$ cat src/rtl/ps2_host_tx.sv
// ps2_host_tx
// -----------------------------------------------------------------------------
// PS/2 host-to-device transmitter. Sends one command byte to the attached
// device: inhibits the clock, issues the request-to-send (data low), then
// shifts 8 data bits LSB first, odd parity and the stop bit on the device's
// falling clock edges. Afterwards it checks the device ACK and waits for the
// bus to go idle. A watchdog aborts the frame if the device stops clocking.
//
// Ports
//   clk                 system clock
//   reset               synchronous active-high reset
//   tx_data[7:0]        byte to send, captured when tx_valid && tx_ready
//   tx_valid            send request
//   tx_ready            high only while idle
//   done                one-cycle pulse: frame sent and ACK received
//   err                 one-cycle pulse: missing ACK or timeout
//   ps2_clk_in          raw ps2 clock pin level
//   ps2_data_in         raw ps2 data pin level
//   ps2_clk_drive_low   1 = pull ps2 clock low (open-drain enable)
//   ps2_data_drive_low  1 = pull ps2 data low (open-drain enable)
//
// Parameters
//   LEN             ps2 clock filter depth (LEN+1 sample shift register)
//   INHIBIT_CYCLES  clk cycles the ps2 clock is held low for the request
//                   (the final one of these is the REQ cycle with data low)
//   TIMEOUT_CYCLES  max clk cycles without a device falling edge
// -----------------------------------------------------------------------------
module ps2_host_tx #(
  parameter int LEN            = 8,
  parameter int INHIBIT_CYCLES = 2500,
  parameter int TIMEOUT_CYCLES = 375000
) (
  input  logic       clk,
  input  logic       reset,
  input  logic [7:0] tx_data,
  input  logic       tx_valid,
  output logic       tx_ready,
  output logic       done,
  output logic       err,
  input  logic       ps2_clk_in,
  input  logic       ps2_data_in,
  output logic       ps2_clk_drive_low,
  output logic       ps2_data_drive_low
);

  localparam int CNT_MAX = (INHIBIT_CYCLES > TIMEOUT_CYCLES) ? INHIBIT_CYCLES : TIMEOUT_CYCLES;
  localparam int CNT_W   = $clog2(CNT_MAX + 1);
  // INHIBIT spans INHIBIT_CYCLES-1 cycles and REQ one more, so the clock is
  // held low for exactly INHIBIT_CYCLES cycles in total.
  localparam logic [CNT_W-1:0] INH_LAST = CNT_W'(INHIBIT_CYCLES - 2);
  localparam logic [CNT_W-1:0] TO_LAST  = CNT_W'(TIMEOUT_CYCLES - 1);

  typedef enum logic [2:0] {
    S_IDLE, S_INHIBIT, S_REQ, S_XFER, S_ACK, S_WAIT_IDLE
  } state_t;

  state_t           state_reg, state_next;
  logic [CNT_W-1:0] cnt_reg, cnt_next;
  logic [3:0]       bitcnt_reg, bitcnt_next;
  logic [7:0]       shreg_reg, shreg_next;
  logic             parity_reg, parity_next;
  logic             clk_dl_reg, clk_dl_next;
  logic             data_dl_reg, data_dl_next;
  logic             done_reg, done_next;
  logic             err_reg, err_next;

  logic [LEN:0]     stable_reg;
  logic             bitclk_reg;
  logic             data_sync_reg;
  logic             fall;
  logic             accept;
  logic             to_hit;

  assign accept = tx_valid && (state_reg == S_IDLE);
  assign to_hit = (cnt_reg == TO_LAST);
  assign fall   = bitclk_reg & ~|stable_reg[LEN-1:0];

  // Clock glitch filter and data synchroniser. bitclk is also cleared on the
  // cycle fall is seen so that fall is a single-cycle pulse per edge.
  always_ff @(posedge clk) begin
    if (reset) begin
      stable_reg    <= '1;
      bitclk_reg    <= 1'b1;
      data_sync_reg <= 1'b1;
    end else begin
      stable_reg    <= {stable_reg[LEN-1:0], ps2_clk_in};
      data_sync_reg <= ps2_data_in;
      if (&stable_reg) begin
        bitclk_reg <= 1'b1;
      end else if (fall || ~|stable_reg) begin
        bitclk_reg <= 1'b0;
      end
    end
  end

  // State and datapath registers.
  always_ff @(posedge clk) begin
    if (reset) begin
      state_reg   <= S_IDLE;
      cnt_reg     <= '0;
      bitcnt_reg  <= '0;
      shreg_reg   <= '0;
      parity_reg  <= 1'b0;
      clk_dl_reg  <= 1'b0;
      data_dl_reg <= 1'b0;
      done_reg    <= 1'b0;
      err_reg     <= 1'b0;
    end else begin
      state_reg   <= state_next;
      cnt_reg     <= cnt_next;
      bitcnt_reg  <= bitcnt_next;
      shreg_reg   <= shreg_next;
      parity_reg  <= parity_next;
      clk_dl_reg  <= clk_dl_next;
      data_dl_reg <= data_dl_next;
      done_reg    <= done_next;
      err_reg     <= err_next;
    end
  end

  // Next-state logic. A device edge takes priority over the watchdog.
  always_comb begin
    state_next = state_reg;
    unique case (state_reg)
      S_IDLE:      if (accept) state_next = S_INHIBIT;
      S_INHIBIT:   if (cnt_reg == INH_LAST) state_next = S_REQ;
      S_REQ:       state_next = S_XFER;
      S_XFER: begin
        if (fall) begin
          if (bitcnt_reg == 4'd9) state_next = S_ACK;
        end else if (to_hit) begin
          state_next = S_IDLE;
        end
      end
      S_ACK: begin
        if (fall) state_next = data_sync_reg ? S_IDLE : S_WAIT_IDLE;
        else if (to_hit) state_next = S_IDLE;
      end
      S_WAIT_IDLE: begin
        if (data_sync_reg && bitclk_reg) state_next = S_IDLE;
        else if (to_hit) state_next = S_IDLE;
      end
      default:     state_next = S_IDLE;
    endcase
  end

  // Output / datapath next values.
  always_comb begin
    cnt_next     = cnt_reg;
    bitcnt_next  = bitcnt_reg;
    shreg_next   = shreg_reg;
    parity_next  = parity_reg;
    clk_dl_next  = clk_dl_reg;
    data_dl_next = data_dl_reg;
    done_next    = 1'b0;
    err_next     = 1'b0;
    unique case (state_reg)
      S_IDLE: begin
        clk_dl_next  = 1'b0;
        data_dl_next = 1'b0;
        cnt_next     = '0;
        if (accept) begin
          shreg_next  = tx_data;
          parity_next = ~^tx_data;
          bitcnt_next = '0;
          clk_dl_next = 1'b1;
        end
      end
      S_INHIBIT: begin
        cnt_next = cnt_reg + CNT_W'(1);
        if (cnt_reg == INH_LAST) data_dl_next = 1'b1;
      end
      S_REQ: begin
        // Releasing the clock with data low is the start bit.
        clk_dl_next = 1'b0;
        cnt_next    = '0;
      end
      S_XFER: begin
        if (fall) begin
          cnt_next    = '0;
          bitcnt_next = bitcnt_reg + 4'd1;
          if (bitcnt_reg < 4'd8)       data_dl_next = ~shreg_reg[bitcnt_reg[2:0]];
          else if (bitcnt_reg == 4'd8) data_dl_next = ~parity_reg;
          else                         data_dl_next = 1'b0;
        end else if (to_hit) begin
          clk_dl_next  = 1'b0;
          data_dl_next = 1'b0;
          err_next     = 1'b1;
          cnt_next     = '0;
        end else begin
          cnt_next = cnt_reg + CNT_W'(1);
        end
      end
      S_ACK: begin
        if (fall) begin
          cnt_next = '0;
          err_next = data_sync_reg;
        end else if (to_hit) begin
          clk_dl_next  = 1'b0;
          data_dl_next = 1'b0;
          err_next     = 1'b1;
          cnt_next     = '0;
        end else begin
          cnt_next = cnt_reg + CNT_W'(1);
        end
      end
      S_WAIT_IDLE: begin
        if (data_sync_reg && bitclk_reg) begin
          done_next = 1'b1;
          cnt_next  = '0;
        end else if (to_hit) begin
          clk_dl_next  = 1'b0;
          data_dl_next = 1'b0;
          err_next     = 1'b1;
          cnt_next     = '0;
        end else begin
          cnt_next = cnt_reg + CNT_W'(1);
        end
      end
      default: begin
        clk_dl_next  = 1'b0;
        data_dl_next = 1'b0;
        cnt_next     = '0;
      end
    endcase
  end

  assign tx_ready           = (state_reg == S_IDLE);
  assign done               = done_reg;
  assign err                = err_reg;
  assign ps2_clk_drive_low  = clk_dl_reg;
  assign ps2_data_drive_low = data_dl_reg;

endmodule

$ cat config.mk
export PLATFORM = sky130hd
export DESIGN_NAME = ps2_host_tx
export DESIGN_NICKNAME = d
export VERILOG_FILES = /design/src/rtl/ps2_host_tx.sv
export SDC_FILE = /design/constraint.sdc
export NUM_CORES = 1
export LEC_CHECK = 0
export ABC_AREA = 0
export CORE_MARGIN = 5
export CORE_UTILIZATION = 50
export DETAILED_ROUTE_END_ITERATION = 7
export PLACE_DENSITY = 0.69
export SLEW_MARGIN = 30
export SYNTH_ARGS = -nofsm -noshare
export SYNTH_HDL_FRONTEND = slang
export SYNTH_SLANG_ARGS = --single-unit
$ cat constraint.sdc
create_clock -name clk -period 2.6 [get_ports clk]
set_input_delay 0.52 -clock clk [delete_from_list [all_inputs] [get_ports clk]]
set_output_delay 0.52 -clock clk [all_outputs]
set_load 0.01 [all_outputs]
==> results of run 1 <==
-- kinds of logic (layout without fill, tap and decap cells) --
group | Yosys count | count (layout) | share of synthesized area (%)
and+or+nand+nor | 134 | 134 | 31.87
DFF | 50 | 50 | 38.28
AOI/OAI and AO/OA | 47 | 47 | 12.30
xor gates and xnor gates | 26 | 26 | 8.708
buffers and inverters | 23 | 36 | 4.354
adders and majority gates | 5 | 5 | 2.392
muxes | 4 | 4 | 2.105
-- power breakdown --
group / switching (mW) / internal, mW / total [mW] / leakage [nW]
logic: 0.263 / 0.179 / 0.443 / 0.532
registers: 0.0633 / 0.818 / 0.882 / 0.406
clock network: 0.248 / 0.185 / 0.433 / 0.0373
-- synthesized netlist by cell type, types with 3 or more instances --
cell,instances,area share [%]
nand4_1,8,1.9
o21ai_0,6,1.1
nand3_1,10,1.9
nor3_1,15,2.9
a21oi_1,16,3.1
xnor2_1,16,5.4
a221oi_1,4,1.3
or3_1,3,0.72
nand2_1,34,4.9
inv_1,9,1.3
nor2_1,9,1.3
nor3_2,11,4.2
o31ai_1,3,0.86
nor2b_1,3,0.72
dfxtp_1,50,38
xor2_1,10,3.3
or2_2,10,2.4
nand2b_1,5,1.2
buf_2,9,1.7
ha_1,5,2.4
clkbuf_1,4,0.57
-- layer usage --
layer	vias to the layer above	routed length (µm)
met5	-	0
met4	0	33
met3	2	199
met2	43	2372
met1	968	2597
li1	1056	-
-- metrics by stage --
step / power, mW / area, µm² / util (%) / setup WS (ps) / instances
2_1_floorplan: 1.239 / 2615 / - / 782.9 / 289
3_3_place_gp: 1.340 / 2810 / 55.02 / 535.4 / 365
3_5_place_dp: 1.343 / 2810 / 55.02 / 505.6 / 365
4_1_cts: 1.779 / 2890 / 56.59 / 269.5 / 372
5_1_grt: 1.864 / 2890 / 56.59 / 168.1 / 372
6_report: 1.758 / 2890 / 56.59 / 285.5 / 372
-- placed cells by master, fill, tap and decap left out, types with 3 or more instances in the layout --
cell type / n
buf_4: 3
nand2b_1: 5
o31ai_1: 3
inv_1: 9
ha_1: 5
clkbuf_8: 5
xor2_1: 10
or3_1: 3
nand2_1: 34
nand4_1: 8
xnor2_1: 16
nor3_2: 11
o21ai_0: 6
nor2b_1: 3
dfxtp_1: 50
a21oi_1: 16
clkdlybuf4s50_1: 16
or2_2: 10
nor3_1: 15
nand3_1: 10
a221oi_1: 4
nor2_1: 9
-- area by class of cell --
type | instances | area (µm²) | area share (%)
Clock buffer | 6 | 72.57 | 2.511
Clock inverter | 1 | 7.507 | 0.2597
Inverter | 9 | 33.78 | 1.169
Multi-Input combinational cell | 216 | 1500 | 51.90
Sequential cell | 50 | 1001 | 34.63
Tap cell | 70 | 87.58 | 3.030
Timing Repair Buffer | 20 | 187.7 | 6.494
-- worst register-to-register path, cell delays in order (launching register included) --
cell and delay, ps:
dfxtp_1 430, ha_1 270, nand2_1 150, nor4b_4 450, nand2_4 130, a21oi_4 160
buf_4 280, nor3_1 100
-- worst paths after layout --
check / to / from
max reg2reg: cnt_reg[12] / cnt_reg[0]
min: shreg_reg[4] / shreg_reg[4]
max: tx_ready / state_reg[2]
min reg2reg: shreg_reg[4] / shreg_reg[4]
==> metrics list, run 1 <==
- The flow ran to the end, and the final reports show no timing, DRC or antenna violations.
* Number of sinks on the clock net: 50
* Setup repair after global routing missed its margin: false
- Area added between synthesis and finish: 10.53%
- After global routing, the most crowded layer is met2.
- The tool flagged a number of max-cap violations equal to 0.
- Number of rows created at floorplan: 26
- CTS H-tree depth: 2
- After detailed routing, the number of vias per cell comes to 5.562.
- Residual DRC: 0
- Across all register-to-register paths, the minimum setup slack is 510 ps.
- Cell area after synthesis: 0.002615 mm²
- Port Buffers: 17
- Static timing analysis puts the maximum clock frequency at 0.4321 GHz.
- Syn. warnings: 0
- Met1 layer usage reported by global route: 23.55%
- Number of DRC markers in iteration 0: 194
* Actual transition at the worst max-transition pin: 745.7 ps
* Chip width: 82.32 µm
- The number of global-route vias before repair is 1901.
- Clock transition at the register clock pins on the worst setup and hold paths after CTS: 80 ps
* Number of synthesized flops with an enable pin: 0
- Root buffer selected by CTS: clkbuf_8
- VDD sags by at most 345.5 µV.
- In the final timing run, aggregate negative setup slack is 0 ps.
- Number of top-level pins: 18
* TritonCTS Buffers: 5
- Entering global routing, the biggest net connects 20 pins.
- The first TritonRoute pass finished after 5 iterations.
- Setup violations remaining at the end of the flow were counted as 0.
- Count of distinct cell types in the synthesized netlist: 55
- Cell depth of the worst setup path: 2
- Cell-by-cell listing of the critical path: nor3_1 > clkdlybuf4s50_1
* Max reg flops: 19
- In this design, the stage delay of the slowest critical-path cell is 620 ps.
* Met2 track demand over resource: 26.60%
- Max-slew violations: 0
- The first global-routing pass estimated 9087 µm of wire.
* Aggregate global-route resource usage: 17.13%
* Post-cts repair resize count: 0
- The detail route stage leaves a number of antenna-violating nets equal to 0.
- Nets in the synthesized netlist: 307
- The later pin in the worst-skew pair is clocked with a latency of 300 ps.
- Along the worst hold path, the cell count comes to 2.
- Total vias in the final route: 2069
* Final hold violation count: 0
- Area inside the core boundary: 0.005107 mm²
* Die outline height: 82.32 µm
- Initial cell density of the core: 51.20%
- In the final layout, the share of cells above drive strength 1 is 15.23%.
- Area of the die: 0.006777 mm²
- The analysis attributes to cell leakage a power of 0.9750 nW.
* Sum of net half-perimeters after detailed placement: 3709 µm
* Global Route met3 Usage: 3.688%
- STA puts the critical path data required time at 2080 ps.
- Dividing total power by cell area gives a power density of 608.1 mW/mm².
- Largest driver fanout on the critical path: 15
- Grt total ovfl: 0
- Sequential share of the synthesized area: 38.28%
- Subtracting the final worst setup slack from the clock period gives 2314 ps.
- The worst path uses 89.02% of the clock period.
- Synthesized area per cell: 9.048 µm²
- Hold repair after CTS inserted 0 buffers.
* Path category of the worst min-delay check: reg2reg
- Wirelength per Cell: 13.99 µm
* Length in cells of the worst reg-to-reg path: 7
- STA classifies the critical path startpoint as a flop.
- Counting the fill cells in the layout gives 490.
- TritonCTS built the clock tree.
- Worst Setup End Kind: output pin
- 0 antenna diodes ended up in the layout.
- Most common flop cell mapped by yosys: dfxtp_1
* Arrival time worst endpoint: 1790 ps
- Family with the most delay on the worst path: buffers and inverters
* Layout net count: 320
* Crit Path Category: reg2out
* Wire length after detailed routing: 5203 µm
- Register bit count reported by yosys: 50
- Number of cells produced by synthesis: 289
- Headroom to the max-slew limit: 50.26%
- Share of flip-flops with an asynchronous set or reset after synthesis: 0%
- Across the routed clock network, the largest skew measured is 7.228 ps.
- Worst path slowest cell: clkdlybuf4s50_1
- The congestion estimate from routability-driven global placement came to 0.8271.
- The initial antenna violation count came to 0.
* Buffering stage count on the worst path with inverters included: 1
* Worst hold slack: 456.6 ps
- Post-CTS setup buffer count: 0
* Buffers from clock root to sink, at most: 2
Power figures use the tool's default switching activity.
==> run 2: changes to the inputs <==
CORE_ASPECT_RATIO = 1.1   (was unset)
==> run 2 against run 1 <==
  * First-iteration DRC count down 48%
  * Sequential power hardly changed
  * Flip-flop and latch count unchanged
  * Core utilization up 0.43 points
  * Final cell count decreased by 3.8%
  * Routed wire length down 3.0%
  * Highest routed layer unchanged
  * Critical path type unchanged
  * Sequential share of layout area rose by 0.24 points
  * Via count is 0.19% higher
  * Die area barely moved
  * Register-to-register slack worse by 30 ps
  * Critical endpoint unchanged
==> metrics list, run 2 (synthesis results as in run 1) <==
- Status: finished clean
* Total placed instance area: 0.002788 mm²
* Arrival time worst endpoint: 1750 ps
- Clock transition at the register clock pins on the worst setup and hold paths after CTS: 80 ps
- The initial antenna violation count came to 0.
- FF-to-FF Start: cnt_reg[0]
- Grt total ovfl: 0
- 18 I/O pins were placed.
- The cell family contributing the most delay on the critical path is buffers and inverters.
* Final-report setup violation count: 0
* Highest-count cells in the layout ignoring fill and taps: dfxtp_1 (50), nand2_1 (34), xnor2_1 (16), a21oi_1 (16), clkdlybuf4s50_1 (16)
- Setup repair after global routing missed its margin: false
- The number of antenna diodes in the final layout is 0.
- Max-cap check violation count: 0
- Minimum setup slack after placement: 515.5 ps
- In this run the vertical extent of the chip is 85.85 µm.
- TritonCTS Buffers: 5
- Fin util: 57.02%
- Residual DRC: 0
* Beginning of the worst hold path: shreg_reg[1]
* Port Buffers: 17
* Final hold violation count: 0
* Power spent charging and discharging nets: 0.5582 mW
- Worst path slowest cell: clkdlybuf4s50_1
- Sequential fraction of design power: 50.1%
- WP data required: 2080 ps
- After clock tree synthesis, the repair step resized 0 gates.
* Length in cells of the worst reg-to-reg path: 7
* Area inside the core boundary: 0.005034 mm²
- In this run the static leakage power is 0.9761 nW.
- Layout cells sized above 1: 15.00%
* Wirelength per Cell: 14.09 µm
- Area added between synthesis and finish: 9.761%
* Area of the die: 0.006778 mm²
- Adding up every negative setup slack in the final design gives 0 ps.
- The endpoint identified for the worst register-to-register timing path is cnt_reg[7].
- CTS H-tree depth: 2
* Aggregate global-route resource usage: 15.67%
* Cell-by-cell listing of the critical path: nor3_1 > clkdlybuf4s50_1
- In this run the core area contains 27 standard-cell rows.
- Hold repair after CTS inserted 0 buffers.
- The critical path in this run is classified as reg2out.
- Worst Clk Skew: 5.473 ps
* Number of DRC markers in iteration 0: 101
- Most frequent standard cell in the layout excluding fill and tap cells: dfxtp_1
- Along the worst path, the maximum fanout reaches 15.
- The first detailed-routing pass ran for 4 iterations.
- Internal Power: 1.202 mW
- The final max-slew violation count is 0.
* Reg-to-reg setup timing slack: 480 ps
* Wire length of the first global-routing pass: 8707 µm
* Root buffer selected by CTS: clkbuf_8
* Post-detailed-route count of antenna-violating nets: 0
- Met1 layer usage reported by global route: 20.27%
- The initial utilization of the core area, before any placement, comes to 51.95%.
- Dividing the final minimum period by the clock period gives 87.42%.
- Clock Latency Late Sink: 290 ps
* Path category of the worst min-delay check: reg2reg
* Launching element type of the critical path: flop
* Final Wtd Congestion: 0.8131
- Counting I/O delays and the setup requirement, the final critical path takes 2273 ps.
- Wire length after detailed routing: 5046 µm
* Post-CTS setup buffer count: 0
- Power density relative to cell area: 613.4 mW/mm²
* Number of standard cells in the final layout excluding fillers: 358
* Layout net count: 319
- Worst-case vdd ir drop: 468.6 µV
- Once layout is done, the placed cells without fillers occupy 0.002870 mm².
* Global Route met3 Usage: 3.151%
- CTS tree: built
- Counting every sink on the clock net gives 50.
* Placed Instances: 352
- Number of global-route vias before repair: 1943
* Headroom to the max-slew limit: 54.82%
* GRT busiest layer: met2
* Pin count of the biggest net entering global routing: 32
* Met2 track demand over resource: 26.56%
- Max reg flops: 19
* Clk network pwr share: 24.8%
* Worst Setup End Kind: output pin
* Worst path setup slack after routing: 327.2 ps
- The path with the worst hold slack has its endpoint at shreg_reg[1].
- Combinational cells account for 25.1% of the total power.
- The detailed router placed 2073 vias in this run.
- Fraction of power spent switching nets: 31.71%
- Chip width: 78.96 µm
* Buffering stage count on the worst path with inverters included: 1
* Cell depth of the worst min-delay path: 2
* Buffers from clock root to sink, at most: 2
- Actual transition at the worst max-transition pin: 677.3 ps
* Peak clock frequency supported by timing: 0.4400 GHz
* Longest individual stage delay on the worst path: 610 ps
* Via-per-instance ratio: 5.791
- Once detailed placement completed, the half-perimeter wirelength came to 3611 µm.
## run 2: cell types whose count changed in the layout (fill, tap and decap cells not counted)
cell        delta
buf_4          -1
clkinvlp_4     -1
clkbuf_1       -1
clkbuf_8       +1
## run 2: final cells by class
cell class / instances / area [µm²]
clock buffer: 6 / 82.58
sequential: 50 / 1001
tap: 58 / 72.57
fill: 456 / 2163
inverter: 9 / 33.78
multi-input combinational: 216 / 1500
timing repair buffer: 19 / 180.2
## run 2: power by group through the flow
stage          Sequential, mW  Clock (mW)  Combinational [mW]
6_report                0.882       0.436               0.442
3_3_place_gp            0.898           0               0.439
5_1_grt                 0.893       0.488               0.494
4_1_cts                 0.881       0.458               0.443
2_1_floorplan           0.868           0               0.371
3_5_place_dp            0.898           0               0.442
## run 2: worst min-delay path, cell delays in order (launching register included)
cell and delay [ps]:
dfxtp_1 320, nand2_1 50, a21oi_1 50
## run 2: per-stage QoR
stage                     hold WS (ps)  total power, mW
after floorplan                  432.0            1.239
after global placement           441.2            1.337
after detailed placement         447.8            1.341
after CTS                        460.5            1.783
after global routing             480.3            1.876
final                            457.0            1.761
## run 2: worst max-delay path by stage
stage	start	to	slack, ps	cells after the start
3_5_place_dp	cnt_reg[0]	cnt_reg[6]	520	7
3_3_place_gp	cnt_reg[0]	cnt_reg[14]	550	7
6_report	state_reg[2]	tx_ready	330	2
2_1_floorplan	cnt_reg[0]	cnt_reg[17]	780	7
5_1_grt	state_reg[2]	tx_ready	170	2
4_1_cts	state_reg[2]	tx_ready	310	2
## run 2: layer usage
layer	vias up	wire length, µm
met3	4	147
met1	993	2363
li1	1048	-
met4	0	39
met5	-	0
met2	28	2496
